[src/rtl/sdram_wb_pattern_gen.sv]
`default_nettype none
// ============================================================================
// Module : sdram_wb_pattern_gen
// Desc   : Wishbone master that writes an incrementing burst to the SDRAM host
//          port, reads it back and reports mismatches and timeouts.
// Rev    : 1.0 - initial release
// ============================================================================
module sdram_wb_pattern_gen #(
   parameter int          APP_AW  = 26,
   parameter int          LEN_W   = 9,
   parameter logic [31:0] SEED    = 32'hA5A5_0000,
   parameter int          TIMEOUT = 1023
) (
   input  logic              sys_clk,
   input  logic              wb_rst_i,
   input  logic              sdr_init_done,
   input  logic              start,
   input  logic [APP_AW-1:0] base_addr,
   input  logic [LEN_W-1:0]  burst_len,
   output logic              wb_cyc_o,
   output logic              wb_stb_o,
   output logic              wb_we_o,
   output logic [APP_AW-1:0] wb_addr_o,
   output logic [31:0]       wb_dat_o,
   output logic [3:0]        wb_sel_o,
   input  logic              wb_ack_i,
   input  logic [31:0]       wb_dat_i,
   output logic              busy,
   output logic              done,
   output logic              error,
   output logic              timeout,
   output logic [LEN_W-1:0]  err_count,
   output logic [APP_AW-1:0] first_err_addr
);

   localparam int                c_WD_W    = $clog2(TIMEOUT + 1);
   localparam logic [c_WD_W-1:0] c_WD_LAST = c_WD_W'(TIMEOUT - 1);

   typedef enum logic [2:0] {
      ST_IDLE      = 3'd0,
      ST_WAIT_INIT = 3'd1,
      ST_WRITE     = 3'd2,
      ST_TURN      = 3'd3,
      ST_READ      = 3'd4,
      ST_FINISH    = 3'd5
   } state_t;

   state_t              r_state;
   state_t              w_next;
   logic [LEN_W-1:0]    r_idx;
   logic [LEN_W-1:0]    r_len;
   logic [APP_AW-1:0]   r_base;
   logic [c_WD_W-1:0]   r_wd;

   logic                w_stb;
   logic                w_ack;
   logic                w_last;
   logic                w_accept;
   logic                w_wd_expire;
   logic                w_mismatch;
   logic [APP_AW-1:0]   w_addr;
   logic [31:0]         w_exp;

   assign w_stb       = (r_state == ST_WRITE) || (r_state == ST_READ);
   assign w_ack       = w_stb & wb_ack_i;
   assign w_last      = (r_idx == r_len - LEN_W'(1));
   assign w_accept    = (r_state == ST_IDLE) & start;
   // Expiry fires on the edge that would make the count equal TIMEOUT, so stb stays up exactly TIMEOUT cycles.
   assign w_wd_expire = w_stb & ~wb_ack_i & (r_wd == c_WD_LAST);
   assign w_addr      = r_base + APP_AW'({r_idx, 2'b00});
   assign w_exp       = SEED + 32'(r_idx);
   assign w_mismatch  = (r_state == ST_READ) & wb_ack_i & (wb_dat_i != w_exp);

   assign wb_cyc_o  = (r_state == ST_WRITE) || (r_state == ST_TURN) || (r_state == ST_READ);
   assign wb_stb_o  = w_stb;
   assign wb_we_o   = (r_state == ST_WRITE);
   assign wb_addr_o = w_stb ? w_addr : '0;
   assign wb_dat_o  = (r_state == ST_WRITE) ? w_exp : 32'd0;
   assign wb_sel_o  = w_stb ? 4'hF : 4'h0;

   always_ff @(posedge sys_clk) begin
      if (wb_rst_i) begin
         r_state <= ST_IDLE;
      end else begin
         r_state <= w_next;
      end
   end

   always_comb begin
      w_next = r_state;
      case (r_state)
         ST_IDLE: begin
            if (start) w_next = ST_WAIT_INIT;
         end
         ST_WAIT_INIT: begin
            if (sdr_init_done) begin
               if (r_len == '0) w_next = ST_FINISH;
               else             w_next = ST_WRITE;
            end
         end
         ST_WRITE: begin
            if (w_wd_expire)          w_next = ST_FINISH;
            else if (w_ack && w_last) w_next = ST_TURN;
         end
         ST_TURN: begin
            w_next = ST_READ;
         end
         ST_READ: begin
            if (w_wd_expire)          w_next = ST_FINISH;
            else if (w_ack && w_last) w_next = ST_FINISH;
         end
         ST_FINISH: begin
            w_next = ST_IDLE;
         end
         default: begin
            w_next = ST_IDLE;
         end
      endcase
   end

   always_ff @(posedge sys_clk) begin
      if (wb_rst_i) begin
         r_idx          <= '0;
         r_len          <= '0;
         r_base         <= '0;
         r_wd           <= '0;
         busy           <= 1'b0;
         done           <= 1'b0;
         error          <= 1'b0;
         timeout        <= 1'b0;
         err_count      <= '0;
         first_err_addr <= '0;
      end else begin
         if (w_ack || (w_next != r_state)) begin
            r_wd <= '0;
         end else if (w_stb) begin
            r_wd <= r_wd + c_WD_W'(1);
         end

         if (r_state == ST_WAIT_INIT) begin
            r_idx <= '0;
         end else if (w_ack) begin
            r_idx <= w_last ? '0 : r_idx + LEN_W'(1);
         end

         if (w_accept) begin
            r_base         <= base_addr & ~APP_AW'(3);
            r_len          <= burst_len;
            busy           <= 1'b1;
            done           <= 1'b0;
            error          <= 1'b0;
            timeout        <= 1'b0;
            err_count      <= '0;
            first_err_addr <= '0;
         end

         if (w_wd_expire) begin
            timeout <= 1'b1;
            error   <= 1'b1;
         end

         if (w_mismatch) begin
            error <= 1'b1;
            if (err_count == '0) first_err_addr <= w_addr;
            if (err_count != '1) err_count <= err_count + LEN_W'(1);
         end

         if (r_state == ST_FINISH) begin
            done <= 1'b1;
            busy <= 1'b0;
         end
      end
   end

endmodule
`default_nettype wire

[config.mk]
export PLATFORM = sky130hd
export DESIGN_NAME = sdram_wb_pattern_gen
export DESIGN_NICKNAME = d
export VERILOG_FILES = /design/src/rtl/sdram_wb_pattern_gen.sv
export SDC_FILE = /design/constraint.sdc
export NUM_CORES = 1
export LEC_CHECK = 0
export BUFFER_PORTS_ARGS = -buffer_cell sky130_fd_sc_hd__buf_2
export CORE_ASPECT_RATIO = 0.7
export CORE_MARGIN = 10
export CORE_UTILIZATION = 56
export CTS_CLUSTER_DIAMETER = 120
export DETAILED_ROUTE_END_ITERATION = 10
export PLACE_DENSITY = 0.86
export SLEW_MARGIN = 10
export SYNTH_ARGS = -nofsm -noshare
export SYNTH_HDL_FRONTEND = slang
export SYNTH_SLANG_ARGS = --single-unit
[constraint.sdc]
create_clock -name sys_clk -period 6.4 [get_ports sys_clk]
set_clock_uncertainty 0.05 [all_clocks]
set_input_delay 0.64 -clock sys_clk [delete_from_list [all_inputs] [get_ports sys_clk]]
set_output_delay 0.64 -clock sys_clk [all_outputs]
set_load 0.05 [all_outputs]
==> results.ini <==
[yosys]
ys_types = 60
synth_edf_count = 0
ys_seq_area_share_pct = 33.1
postSynthAreaPerCell_um2 = 7.73
synthCells = 735
netlist_area_um2 = 5680
synth_seq_cells = 94
synth_flop_cell = dfxtp_1
async_flop_share_pct = 0
yosys_warnings = 0

[setup_path]
crit_required_ns = 5.71
endpoint_kind = output pin
cp_max_fo = 8
cp-start-kind = flip-flop
worstPathArrival_ns = 3.36
worstSetupPathType = reg -> out

[global_route]
track_usage_pct = 21.4
busiest_layer = met2
grt_pass1_wl_um = 26200
use_met2_pct = 33.3
grt_max_degree = 67
first_global_vias = 5199
grt-ovfl-total = 0
global_route.usage.met3_pct = 7.98
antenna_found_initial = 0
grtUsageMet1_pct = 27.1

[clock_network]
cts_resized = 0
clock-sinks = 94
cts_max_path_buffers = 2
clock-root-buffer = clkbuf_16
cts_max_level = 3
cts_hold_buf = 0
cts_buffers = 9
clk_latency_ns = 0.35
path_clk_slew_ns = 0.07
cts_tree = yes
cts_setup_buffers = 0

[sta]
fmax_mhz = 247
hold_viol = 0
hold-worst-slack_ns = 0.408
period_share_pct = 63.3
layout_min_cycle_time_ns = 4.05
worstMarginPinSlew_ns = 0.890
setup_viol = 0
slew_headroom_pct = 40.5
finalMaxSlewViolations = 0
rsz0062_at_grt = no
fin_tns_setup_ns = 0

[layout]
drive_above_1_share_pct = 23.4
stdcell_count = 983
antenna_cells = 0
fin_nets = 939
fin_util_pct = 67.9
area_delta_synth_final_pct = 17.1
layout_common_cells = 156 x buf_2, 125 x nand2_1, 94 x dfxtp_1, 63 x a21oi_1, 53 x nor2_1
layout_commonest_cell = buf_2
final_area_um2 = 6650

[run]
drv_cap = 0

[floorplan]
start_util_pct = 58.0
die_h_um = 104
rows = 30
io_pins = 176
fp.dieW_um = 140
core_area_um2 = 9800
die_area_um2 = 14600

[placement]
io_buffers = 156
dpl.cell_count = 967
dpl.hpwl_um = 12100
gp_congestion = 0.906
place_area_um2 = 6320

[pwr]
p_per_area_nw_per_um2 = 234
p_leak_nw = 2.90
peakVddDrop_mv = 0.176

[route]
vias_per_cell = 5.54
routed_wl_um = 16200
ant_nets = 0
first_iter_violations = 334
drt_pass1_iterations = 5
num_vias = 5448
wl_per_cell_um = 16.5
drc = 0

[outcome]
status = complete, no violations

[hold_path]
hp-class = reg -> reg

-- state kept, by name (all words and copies together) (netlist names), 3 cells and up --
name	count
r_len	9
r_state	3
err_count	9
first_err_addr	26
r_base	24
r_wd	10
r_idx	9
-- report_power, final --
group / switching [mW] / leakage [nW] / internal [mW]
combinational: 0.224 / 1.97 / 0.0968
clock: 0.226 / 0.166 / 0.374
sequential: 0.0296 / 0.763 / 0.609
-- final cells by class --
type	count	area (um^2)
repair buffers	160	811
clock inverters	3	65.1
well taps	128	160
flip-flops and latches	94	1880
clock buffers	13	270
fillers	839	3150
inverters	13	48.8
multi-input cells	572	3410
-- cell usage after synthesis (8+ instances only) --
cell        n  area, um^2
xnor2_1    34         298
and2_1     14        87.6
a21oi_1    63         315
nand4_1    13        81.3
nor2_1     54         203
and3_1     10        62.6
mux2i_1     8        80.1
nor3_1     21         105
nand2_1   125         469
inv_1      13        48.8
dfxtp_1    94        1880
nand3_1    32         160
nor4_1      9        56.3
clkbuf_1   33         124
xor2_1     18         158
ha_1       16         200
buf_4      30         225
o21ai_0    23         115
o21a_1     17         128
-- cell families (layout without fill, tap and decap cells) --
kind of cell	count (synthesis)	count (layout)	share of synthesized area, %
compound gates	143	143	15.9
xor+xnor	52	52	8.02
fa+ha+maj	17	17	3.88
buf+inv	85	189	7.84
flops	94	94	33.1
mux	16	16	3.13
other cells	1	17	0.0660
simple gates	327	327	28.1
-- routing by layer --
layer	wire, um	vias to the layer above	share of wire [%]
met5	0	-	0
met4	274	0	1.7
met3	1460	23	9.0
met2	7240	213	45
met1	7250	2483	45
li1	-	2729	-
-- critical path: stages, from the launching register on --
cell	delay, ns
dfxtp_1	0.43
ha_1	0.31
fa_1	0.44
a211o_1	0.31
a211oi_1	0.63
or2_2	0.34
o21a_1	0.17
o21a_1	0.12
buf_2	0.26
-- metrics by stage --
| step | worst slack [ns] | power, mW |
|---|---|---|
| final | 2.35 | 1.56 |
| after global routing | 2.17 | 1.62 |
| after global placement | 2.74 | 0.963 |
| after CTS | 2.36 | 1.56 |
| after detailed placement | 2.74 | 0.968 |
| after floorplan | 3.16 | 0.907 |
-- final timing paths --
path	start	to	slack [ns]	depth (start not counted)
setup reg to reg	r_state[2]	r_wd[0]	2.69	7
hold reg to reg	r_base[10]	r_base[10]	0.41	2
hold / removal	r_base[10]	r_base[10]	0.41	2
setup / recovery	r_idx[0]	wb_addr_o[16]	2.35	8
(Power assumes the default switching activity.)
